--- config.mk ---
export PLATFORM = sky130hd
export DESIGN_NAME = rr_grant_encoder
export DESIGN_NICKNAME = d
export VERILOG_FILES = /design/src/rtl/rr_grant_encoder_pkg.sv /design/src/rtl/rr_grant_encoder_pick.sv /design/src/rtl/rr_grant_encoder.sv
export SDC_FILE = /design/constraint.sdc
export NUM_CORES = 1
export LEC_CHECK = 0
export CAP_MARGIN = 0
export CORE_ASPECT_RATIO = 0.8
export CORE_MARGIN = 4
export CORE_UTILIZATION = 50
export CTS_CLUSTER_DIAMETER = 150
export CTS_CLUSTER_SIZE = 28
export DETAILED_ROUTE_END_ITERATION = 8
export DONT_BUFFER_PORTS = 1
export PLACE_DENSITY = 0.65
export SYNTH_ARGS = -nofsm -noshare
export SYNTH_HDL_FRONTEND = slang
export SYNTH_SLANG_ARGS = --single-unit
--- constraint.sdc ---
create_clock -name clk -period 4.7 [get_ports clk]
set_input_delay 1.175 -clock clk [delete_from_list [all_inputs] [get_ports clk]]
set_output_delay 1.175 -clock clk [all_outputs]
set_load 0.05 [all_outputs]
--- src/rtl/rr_grant_encoder_pkg.sv ---
// ============================================================================
// Module  : rr_grant_encoder_pkg
// Brief   : Shared constants, FSM encoding and index helper for the arbiter.
// Revision: 1.0 - initial release
// ============================================================================
`default_nettype none

package rr_grant_encoder_pkg;

  localparam int IDX_W = 3;
  localparam int N_REQ = 2 ** IDX_W;

  typedef enum logic [0:0] {
    IDLE  = 1'b0,
    GRANT = 1'b1
  } state_t;

  // N_REQ is a power of two, so the natural IDX_W-bit wrap gives the modulo.
  function automatic logic [IDX_W-1:0] next_idx(input logic [IDX_W-1:0] idx);
    return idx + 1'b1;
  endfunction

endpackage

`default_nettype wire

--- src/rtl/rr_grant_encoder_pick.sv ---
// ============================================================================
// Module  : rr_pick
// Brief   : Combinational round-robin winner search starting at i_ptr.
// Revision: 1.0 - initial release
// ============================================================================
`default_nettype none

module rr_pick
  import rr_grant_encoder_pkg::*;
(
  input  logic [N_REQ-1:0] i_req,
  input  logic [IDX_W-1:0] i_ptr,
  output logic [IDX_W-1:0] o_winner,
  output logic             o_any_req
);

  logic [2*N_REQ-1:0] w_dbl;
  logic [N_REQ-1:0]   w_rot;
  logic [IDX_W-1:0]   w_off;

  // Rotating right by the pointer puts the highest-priority requester at bit 0.
  assign w_dbl = {i_req, i_req} >> i_ptr;
  assign w_rot = w_dbl[N_REQ-1:0];

  always_comb begin
    w_off = '0;
    for (int i = N_REQ - 1; i >= 0; i--) begin
      if (w_rot[i]) begin
        w_off = IDX_W'(i);
      end
    end
  end

  assign o_winner  = i_ptr + w_off;
  assign o_any_req = |i_req;

endmodule

`default_nettype wire

--- src/rtl/rr_grant_encoder.sv ---
// ============================================================================
// Module  : rr_grant_encoder
// Brief   : 8-way round-robin arbiter with registered index/valid and hold limit.
// Revision: 1.0 - initial release
// ============================================================================
`default_nettype none

module rr_grant_encoder
  import rr_grant_encoder_pkg::*;
#(
  parameter int MAX_HOLD = 16
) (
  input  logic             clk,
  input  logic             rst_n,
  input  logic             i_en,
  input  logic [N_REQ-1:0] i_req,
  input  logic             i_release,
  output logic [IDX_W-1:0] o_gnt_idx,
  output logic             o_gnt_valid,
  output logic             o_timeout
);

  localparam int HOLD_W = $clog2(MAX_HOLD);
  localparam logic [HOLD_W-1:0] C_HOLD_LAST = HOLD_W'(MAX_HOLD - 1);

  state_t            r_state;
  logic [IDX_W-1:0]  r_ptr;
  logic [HOLD_W-1:0] r_hold_cnt;
  logic [IDX_W-1:0]  r_gnt_idx;
  logic              r_gnt_valid;
  logic              r_timeout;
  logic [IDX_W-1:0]  w_winner;
  logic              w_any_req;

  rr_pick u_pick (
    .i_req     (i_req),
    .i_ptr     (r_ptr),
    .o_winner  (w_winner),
    .o_any_req (w_any_req)
  );

  always_ff @(posedge clk) begin
    if (!rst_n) begin
      r_state     <= IDLE;
      r_ptr       <= '0;
      r_hold_cnt  <= '0;
      r_gnt_idx   <= '0;
      r_gnt_valid <= 1'b0;
      r_timeout   <= 1'b0;
    end else begin
      r_timeout <= 1'b0;
      case (r_state)
        IDLE: begin
          if (i_en && w_any_req) begin
            r_gnt_idx   <= w_winner;
            r_gnt_valid <= 1'b1;
            r_hold_cnt  <= '0;
            r_state     <= GRANT;
          end else begin
            r_gnt_valid <= 1'b0;
          end
        end
        GRANT: begin
          // Release and request drop outrank the hold limit, suppressing timeout.
          if (i_release || !i_req[r_gnt_idx]) begin
            r_gnt_valid <= 1'b0;
            r_ptr       <= next_idx(r_gnt_idx);
            r_state     <= IDLE;
          end else if (r_hold_cnt == C_HOLD_LAST) begin
            r_gnt_valid <= 1'b0;
            r_timeout   <= 1'b1;
            r_ptr       <= next_idx(r_gnt_idx);
            r_state     <= IDLE;
          end else begin
            r_hold_cnt <= r_hold_cnt + 1'b1;
          end
        end
        default: r_state <= IDLE;
      endcase
    end
  end

  assign o_gnt_idx   = r_gnt_idx;
  assign o_gnt_valid = r_gnt_valid;
  assign o_timeout   = r_timeout;

endmodule

`default_nettype wire

==> metrics.csv <==
metric;value;unit
grt_pass1_vias;978;
globalRouteMet2Util;0.274;
r2r_cells;9;
cts-root-buf;clkbuf_4;
place.port_buffers;0;
drv_slew;0;
area_growth_syn_to_layout;2.11;%
period_share;0.685;
ys_types;45;
syn_avg_cell_area;8.30;um^2
p_leak;0.416;nW
rrSetupSlack;1.48;ns
grt_remaining_overflow;0;
worst_path_max_delay_cell;dfxtp_1;
io_pins;17;
drt_pass1_iterations;4;
cts.sinks;13;
place_inst;160;
rsz0062_at_grt;false;
cts_resized;0;
die_w;62.5;um
design_area;0.00121;mm^2
clkLatencyLatePin;0.27;ns
drtIter0Drc;83;
fin_tns_setup;0;ns
power;0.000286;W
dpl-instance-area;0.00119;mm^2
slew_headroom;0.414;
crit_chain;mux2_2, o21ai_0, o211ai_1, a31oi_1, ha_1, inv_1, fa_1, or4_1, nand3_1;
die_h;51.6;um
hold_buffers;0;
synth-seq-cells;13;
wl_per_cell;16.5;um
ant_nets;0;
post-dp-hpwl;2080;um
initial_core_util;0.536;
diodes;0;
final_cells;164;
synth_area;0.00119;mm^2
hold_path_class;reg -> reg;
hold_viol_final;0;
setup_viol;0;
final_net_count;156;
status;finished clean;
vias;1074;
viasPerCell;6.55;
fmaxAchievable;311;MHz
hold_start;r_hold_cnt[2]$_SDFFE_PN0P_;
cts_buffers;3;
cp_max_fo;24;
crit_type;reg -> reg;
route.detailed.drc;0;
syn_inst;143;
syn_nets;159;
wl;2710;um
path_clk_slew;0.08;ns
setup_ws;1.48;ns
grt_pass1_wl;4730;um
fin_crit;3.22;ns
tightest_slew;0.878;ns
track_usage;0.182;
r2r_start;r_ptr[1]$_SDFFE_PN0P_;
ir_worst_vdd;0.000163;V
htreeDepth;1;
cp-start-kind;flop;
ys_seq_area_frac;0.219;
rows;15;
drv_cap;0;
clockBufferDepth;2;
use_met3;0.0518;
post_cts_buffers;0;
globalplace.congestion;0.827;
power_density;236;mW/mm^2
critPathMaxStageDelay;0.90;ns
post-place-ws;1.35;ns
grtUsageMet1;0.253;
fp.coreArea;0.00221;mm^2
cp-end-kind;flop;
worstReg2RegEnd;o_gnt_idx[2]$_SDFFE_PN0P_;
finalClockSkew;0.00361;ns
top_usage_layer;met2;
required;4.92;ns
layout-drive-gt1-share;0.0935;
cts_tree;done;
cp.arrival;3.44;ns
grt_max_degree;25;
holdPathEnd;r_hold_cnt[2]$_SDFFE_PN0P_;
hold_depth;2;
die_area;0.00322;mm^2
yosys_warnings;0;
grt_antenna_before_repair;0;
[where the power goes]
| group | internal [W] | switching (W) | total (W) |
|---|---|---|---|
| Clock | 0.0000329 | 0.0000353 | 0.0000682 |
| Combinational | 0.0000381 | 0.0000406 | 0.0000787 |
| Sequential | 0.000115 | 0.0000245 | 0.000140 |
[how the worst max path moves through the flow]
stage	cells after the start	endpoint	slack [ns]	startpoint
after global routing	9	o_gnt_idx[2]$_SDFFE_PN0P_	1.31	r_ptr[1]$_SDFFE_PN0P_
after detailed placement	11	o_gnt_idx[2]$_SDFFE_PN0P_	1.35	i_req[6]
after floorplan	8	o_gnt_idx[2]$_SDFFE_PN0P_	1.52	i_req[0]
after global placement	11	o_gnt_idx[2]$_SDFFE_PN0P_	1.38	i_req[6]
after CTS	9	o_gnt_idx[2]$_SDFFE_PN0P_	1.49	r_ptr[1]$_SDFFE_PN0P_
final	9	o_gnt_idx[2]$_SDFFE_PN0P_	1.48	r_ptr[1]$_SDFFE_PN0P_
[layout by cell type (no fill, tap or decap), types with 3 or more instances in the layout]
| master | synthesis | final |
|---|---|---|
| a21oi_1 | 13 | 13 |
| dfxtp_1 | 13 | 13 |
| nand2_1 | 11 | 11 |
| nor2b_1 | 9 | 9 |
| inv_1 | 7 | 7 |
| nor2_1 | 7 | 7 |
| mux2i_1 | 7 | 7 |
| nand3_1 | 6 | 6 |
| nor3_1 | 5 | 5 |
| o21ai_0 | 5 | 5 |
| nand2b_1 | 3 | 3 |
| a31oi_1 | 3 | 3 |
| o2111ai_1 | 3 | 3 |
| mux4_2 | 3 | 3 |
| a211oi_1 | 3 | 3 |
| ha_1 | 3 | 3 |
| clkbuf_4 | 0 | 3 |
[registers in the layout (all words and copies together), names as in the netlist]
signal       flops
r_ptr            3
r_state          1
r_hold_cnt       4
o_gnt_idx        3
o_timeout        1
o_gnt_valid      1
[routing by layer]
layer  share of wire  vias up
met5               0        -
met4           0.017        0
met3           0.054        6
met2            0.45       30
met1            0.47      508
li1                -      530
[cell families after synthesis]
group,after synthesis,share of synthesized area
and+or+nand+nor,55,0.272
AOI/OAI and AO/OA,41,0.242
buffers and inverters,15,0.0495
muxes,13,0.154
DFF,13,0.219
adders and majority gates,4,0.0485
xor gates and xnor gates,2,0.0148
[per-stage QoR]
stage | hold WS (ns) | util
floorplan | 0.474 | -
global placement | 0.494 | 0.536
detailed placement | 0.515 | 0.536
CTS | 0.526 | 0.547
global route | 0.575 | 0.547
finish | 0.525 | 0.547
[synthesized netlist by cell type, drive strengths merged]
master | n | area (um^2)
a21o | 1 | 7.51
a31o | 1 | 8.76
a211oi | 3 | 22.5
ha | 3 | 37.5
nor3b | 1 | 12.5
nor4b | 3 | 41.3
mux2 | 2 | 22.5
nor4 | 1 | 6.26
buf | 4 | 17.5
mux4 | 3 | 67.6
o211a | 1 | 10.0
a31oi | 3 | 18.8
o21ai | 6 | 30.0
o221ai | 1 | 8.76
nand3 | 6 | 30.0
o2111ai | 3 | 26.3
inv | 7 | 26.3
or3b | 1 | 8.76
and2 | 1 | 6.26
nor2b | 9 | 56.3
nor2 | 7 | 26.3
fa | 1 | 20.0
nand4b | 1 | 8.76
o211ai | 1 | 7.51
a311oi | 2 | 35.0
nand2 | 11 | 41.3
a21oi | 13 | 65.1
or4 | 1 | 7.51
nand2b | 3 | 18.8
nand3b | 2 | 15.0
o31ai | 2 | 15.0
a211o | 2 | 17.5
xor2 | 2 | 17.5
nand4 | 1 | 6.26
clkbuf | 4 | 15.0
mux2i | 8 | 92.6
a21boi | 2 | 15.0
nor3 | 5 | 25.0
and3 | 2 | 12.5
dfxtp | 13 | 260
[area by class of cell]
| cell class | instances | area (um^2) |
|---|---|---|
| tap | 25 | 31.3 |
| fill | 209 | 1000 |
| sequential | 13 | 260 |
| inverter | 7 | 26.3 |
| clock buffer | 4 | 26.3 |
| multi-input combinational | 115 | 868 |
[worst max-delay path: cells and delay by family, from the launching register on]
family	cells	cell delay, ns
buf+inv	1	0.05
fa+ha+maj	2	0.54
simple gates	2	0.61
flops	1	0.90
mux	1	0.41
compound gates	3	0.67
Note: power is estimated with default switching activity, not from simulation.
